[config.mk]
export PLATFORM = sky130hd
export DESIGN_NAME = ff_mode_bank
export DESIGN_NICKNAME = d
export VERILOG_FILES = /design/src/rtl/ff_mode_pkg.sv /design/src/rtl/ff_mode_cell.sv /design/src/rtl/ff_mode_bank.sv
export SDC_FILE = /design/constraint.sdc
export NUM_CORES = 1
export LEC_CHECK = 0
export CORE_MARGIN = 2
export CORE_UTILIZATION = 55
export DETAILED_ROUTE_END_ITERATION = 7
export DONT_BUFFER_PORTS = 1
export GPL_TIMING_DRIVEN = 1
export PLACE_DENSITY = 0.7
export SLEW_MARGIN = 20
export SYNTH_ARGS = -nofsm -noshare
export SYNTH_HDL_FRONTEND = slang
export SYNTH_HIERARCHICAL = 1
export SYNTH_SLANG_ARGS = --single-unit
[constraint.sdc]
create_clock -name clk -period 2.2 [get_ports clk]
set_input_delay 0.22 -clock clk [delete_from_list [all_inputs] [get_ports clk]]
set_output_delay 0.22 -clock clk [all_outputs]
set_load 0.01 [all_outputs]
[src/rtl/ff_mode_pkg.sv]
// Shared mode encoding for the multi-mode flip-flop bank.
package ff_mode_pkg;
  typedef enum logic [1:0] {
    MODE_JK = 2'b00,
    MODE_SR = 2'b01,
    MODE_D  = 2'b10,
    MODE_T  = 2'b11
  } mode_e;
endpackage

[src/rtl/ff_mode_cell.sv]
// Next-state logic for one flip-flop of the bank.
// Purely combinational; the bank owns the storage.
module ff_mode_cell
  import ff_mode_pkg::*;
(
  input  logic [1:0] mode,
  input  logic       a,
  input  logic       b,
  input  logic       q,
  output logic       q_next,
  output logic       illegal
);
  always_comb begin
    q_next  = q;
    illegal = 1'b0;
    case (mode_e'(mode))
      MODE_JK: begin
        case ({a, b})
          2'b01:   q_next = 1'b0;
          2'b10:   q_next = 1'b1;
          2'b11:   q_next = ~q;
          default: q_next = q;
        endcase
      end
      MODE_SR: begin
        case ({a, b})
          2'b01:   q_next = 1'b0;
          2'b10:   q_next = 1'b1;
          2'b11:   illegal = 1'b1;
          default: q_next = q;
        endcase
      end
      MODE_D:  q_next = a;
      MODE_T:  q_next = q ^ a;
      default: q_next = q;
    endcase
  end
endmodule

[src/rtl/ff_mode_bank.sv]
// Bank of WIDTH flip-flops with run-time JK/SR/D/T mode,
// clock enable, change reporting and sticky SR error.
module ff_mode_bank
  import ff_mode_pkg::*;
#(
  parameter int               WIDTH   = 8,
  parameter logic [WIDTH-1:0] RST_VAL = '0
) (
  input  logic             clk,
  input  logic             rst,
  input  logic             en,
  input  logic             mode_ld,
  input  logic [1:0]       mode_in,
  input  logic [WIDTH-1:0] a,
  input  logic [WIDTH-1:0] b,
  input  logic             err_clr,
  output logic [WIDTH-1:0] q,
  output logic [WIDTH-1:0] qn,
  output logic [1:0]       mode,
  output logic [WIDTH-1:0] chg,
  output logic             sr_err
);
  logic [WIDTH-1:0] q_q, q_d;
  logic [WIDTH-1:0] chg_q, chg_d;
  logic [1:0]       mode_q, mode_d;
  logic             sr_err_q, sr_err_d;
  logic [WIDTH-1:0] nxt;
  logic [WIDTH-1:0] ill;

  for (genvar i = 0; i < WIDTH; i++) begin : g_cell
    ff_mode_cell u_cell (
      .mode    (mode_q),
      .a       (a[i]),
      .b       (b[i]),
      .q       (q_q[i]),
      .q_next  (nxt[i]),
      .illegal (ill[i])
    );
  end

  // Mode load ignores en; the cells still see the old mode this cycle.
  always_comb begin
    q_d      = q_q;
    chg_d    = '0;
    sr_err_d = sr_err_q;
    mode_d   = mode_ld ? mode_in : mode_q;
    if (en) begin
      q_d   = nxt;
      chg_d = nxt ^ q_q;
      if (|ill)        sr_err_d = 1'b1;
      else if (err_clr) sr_err_d = 1'b0;
    end
  end

  always_ff @(posedge clk) begin
    if (rst) begin
      q_q      <= RST_VAL;
      chg_q    <= '0;
      mode_q   <= MODE_JK;
      sr_err_q <= 1'b0;
    end else begin
      q_q      <= q_d;
      chg_q    <= chg_d;
      mode_q   <= mode_d;
      sr_err_q <= sr_err_d;
    end
  end

  assign q      = q_q;
  assign qn     = ~q_q;
  assign mode   = mode_q;
  assign chg    = chg_q;
  assign sr_err = sr_err_q;
endmodule

==> results.py <==
metrics = {
    "detailed_routing": {
        "first_pass_iters": 4,
        "drcViolationCount": 0,
        "via_count": 1229,
        "routed_wl_um": 3070,
        "vias_per_cell": 5.74,
        "drt_iter0_drc": 44,
        "antenna_left": 0,
        "wire_per_inst_um": 14.3,
    },
    "setup_path": {
        "end_kind": "register",
        "cpMostUsedCell": "nor2_1",
        "critPathRequiredTime_ns": 2.40,
        "r2r_slack_ns": 0.41,
        "worstPathMaxFanout": 22,
        "r2r_end": "chg[5]",
        "slowest_stage": "dfxtp_1",
        "cp-start-kind": "register",
        "crit_path_max_incr_delay_ns": 0.74,
        "critPathKind": "reg -> reg",
        "timing.rr.start": "mode[0]",
        "cp_cell_sequence": "buf_4 -> nor2_1 -> a32oi_1 -> o211a_1 -> xnor2_1 -> nor2_1",
        "worst_ep_arrival_time_ns": 1.99,
        "reg2reg_depth": 6,
    },
    "pwr": {
        "power_switching_mw": 0.289,
        "power.density_nw_per_um2": 546,
        "p_leak_nw": 0.717,
        "clockPowerShare": 0.223,
        "p_seq_frac": 0.513,
        "p_int_mw": 0.554,
        "pwr-share-comb": 0.265,
        "vdd_drop_max_uv": 388,
        "switching_share": 0.343,
    },
    "timing": {
        "finalHoldViolCount": 0,
        "min_period_ns": 1.79,
        "report.final.slew_viol_count": 0,
        "max-slew-margin-rel": 0.582,
        "worst_slew_pin_slew_ns": 0.626,
        "worst_hold_slack_ns": 0.0624,
        "min_period_over_period": 0.815,
        "rsz0062_at_grt": "no",
        "finalSetupTns_ns": 0,
        "clock_skew_ns": 0.00874,
        "finalSetupViolCount": 0,
        "fmax_mhz": 557,
    },
    "die": {
        "num_rows": 18,
        "initial_core_util": 0.583,
        "die_w_um": 55.2,
        "die_area_um2": 3050,
        "core_um2": 2480,
        "die_y_um": 55.2,
        "ios": 50,
    },
    "synthesis": {
        "yosysUniqueCellTypes": 19,
        "ys_seq_area_frac": 0.263,
        "synth_nets": 216,
        "synth_top_family_by_area": "simple AND/OR/NAND/NOR gates",
        "synthSimpleGateAreaFrac": 0.236,
        "synthMuxAreaShare": 0.125,
        "synth_compound_area_frac": 0.139,
        "avgSynthCellArea_um2": 8.16,
        "synth-xor-area-share": 0.0485,
        "ys_seq_elements": 19,
        "syn_area_um2": 1440,
        "yosysWarnings": 6,
        "synthAdderAreaFrac": 0.139,
        "syn_inst": 177,
    },
    "placement": {
        "gp_congestion": 0.797,
        "io_buffers": 0,
        "dp_hpwl_um": 2250,
    },
    "clock_tree": {
        "clkLatencyLatePin_ns": 0.30,
        "ctsResizeCount": 0,
        "cts_root_buf": "clkbuf_4",
        "cts_buffers": 3,
        "cts_setup_buffers": 0,
        "tritoncts": "yes",
        "clockBufferDepth": 2,
        "clock-sinks": 19,
        "clk_pin_slew_ns": 0.13,
        "htree_num_levels": 1,
    },
    "min_path": {
        "worstHoldStart": "mode_in[0]",
        "holdPathStages": 2,
        "hold_end": "mode[0]",
        "worstHoldPathType": "in -> reg",
    },
    "final_layout": {
        "n_antenna_cell": 0,
        "drive_gt1_frac": 0.0543,
        "fin_nets": 224,
        "syn2layout_area_growth_pct": 6.93,
    },
    "grt": {
        "grt_max_degree": 23,
        "grt_util_all_layers": 0.200,
        "grt-ovfl-total": 0,
        "antenna_found_initial": 0,
        "grt_pass1_wl_um": 5060,
        "grt_pass1_vias": 1179,
    },
    "outcome": {
        "outcome": "finished, final reports clean",
    },
    "job": {
        "maxCapViolCount": 0,
    },
}
[layout make-up]
type	count	area [um2]
Clock buffer	3	22.5
Clock inverter	1	5.00
Fill cell	229	933
Inverter	16	60.1
Multi-Input combinational cell	139	991
Sequential cell	19	380
Tap cell	30	37.5
Timing Repair Buffer	6	47.5
[metal layers]
metal  global-route usage  share of wire  wire [um]
met1                0.255           0.44       1360
met2                0.345           0.49       1500
met3               0.0351          0.062        189
met4               0.0557         0.0052         16
met5                    0              0          0
[cells by family after synthesis]
| family | Yosys count |
|---|---|
| xor+xnor | 8 |
| compound gates | 26 |
| buf+inv | 19 |
| flops | 19 |
| fa+ha+maj | 16 |
| mux | 18 |
| simple gates | 71 |
[power by group through the flow]
stage / Sequential (mW) / Combinational, mW / Clock (mW)
floorplan: 0.441 / 0.178 / 0
global placement: 0.437 / 0.209 / 0
detailed placement: 0.441 / 0.217 / 0
CTS: 0.432 / 0.224 / 0.195
global route: 0.438 / 0.250 / 0.207
finish: 0.432 / 0.223 / 0.188
[what timing repair did]
item                                   CTS  global route
setup endpoints to repair                0             0
endpoints found under the hold margin   11             0
hold buffers                             1             0
[flip-flops by register name, indices dropped and copies added, names as in the netlist]
name and count:
chg 8, q 8, mode 2, sr_err 1
[synth_stat cells, drive strengths merged]
master	count	area, um2
dfxtp	19	380
o211a	8	80.1
inv	16	60.1
ha	16	200
or4	2	18.8
buf	1	5.00
a21oi	9	45.0
nand2b	1	6.26
a32oi	8	70.1
nand2	10	37.5
nor2	34	128
xnor2	8	70.1
nor2b	8	50.1
and2	8	50.1
clkbuf	2	7.51
o21ai	1	5.00
nand4	8	50.1
mux2i	18	180
[placed cells by master, fill, tap and decap left out]
master,count
dfxtp_1,19
ha_1,16
buf_4,5
clkinv_2,1
o211a_1,8
nor2_1,34
or4_1,1
mux2i_1,18
nand4_1,8
a32oi_1,8
nand2_1,10
xnor2_1,8
a21oi_1,9
and2_1,8
clkbuf_4,3
or4_4,1
nor2b_1,8
nand2b_1,1
dlygate4sd3_1,1
o21ai_1,1
inv_1,16
[through the flow]
stage	worst slack (ns)	power [mW]	cells	instance area (um2)	util
6_report	0.406	0.843	214	1540	0.623
5_1_grt	0.271	0.895	214	1540	0.623
4_1_cts	0.406	0.852	214	1540	0.623
3_5_place_dp	0.446	0.658	209	1510	0.608
3_3_place_gp	0.521	0.647	209	1510	0.608
2_1_floorplan	0.243	0.619	177	1440	-
[how the worst max path moves through the flow]
stage	start	endpoint	slack, ns	cells past startpoint
floorplan	mode[1]	sr_err	0.24	5
global placement	mode[0]	sr_err	0.52	5
detailed placement	mode[0]	chg[5]	0.45	6
CTS	mode[0]	sr_err	0.41	5
global route	mode[0]	chg[5]	0.27	6
finish	mode[0]	chg[5]	0.41	6
[worst max-delay path, delay by kind of cell (launching register included)]
family,cells,cell delay [ns]
AO/OA/AOI/OAI,2,0.43
XOR/XNOR,1,0.12
buffers and inverters,1,0.29
flip-flops,1,0.74
AND/OR/NAND/NOR,2,0.10
Note: power is estimated with default switching activity, not from simulation.
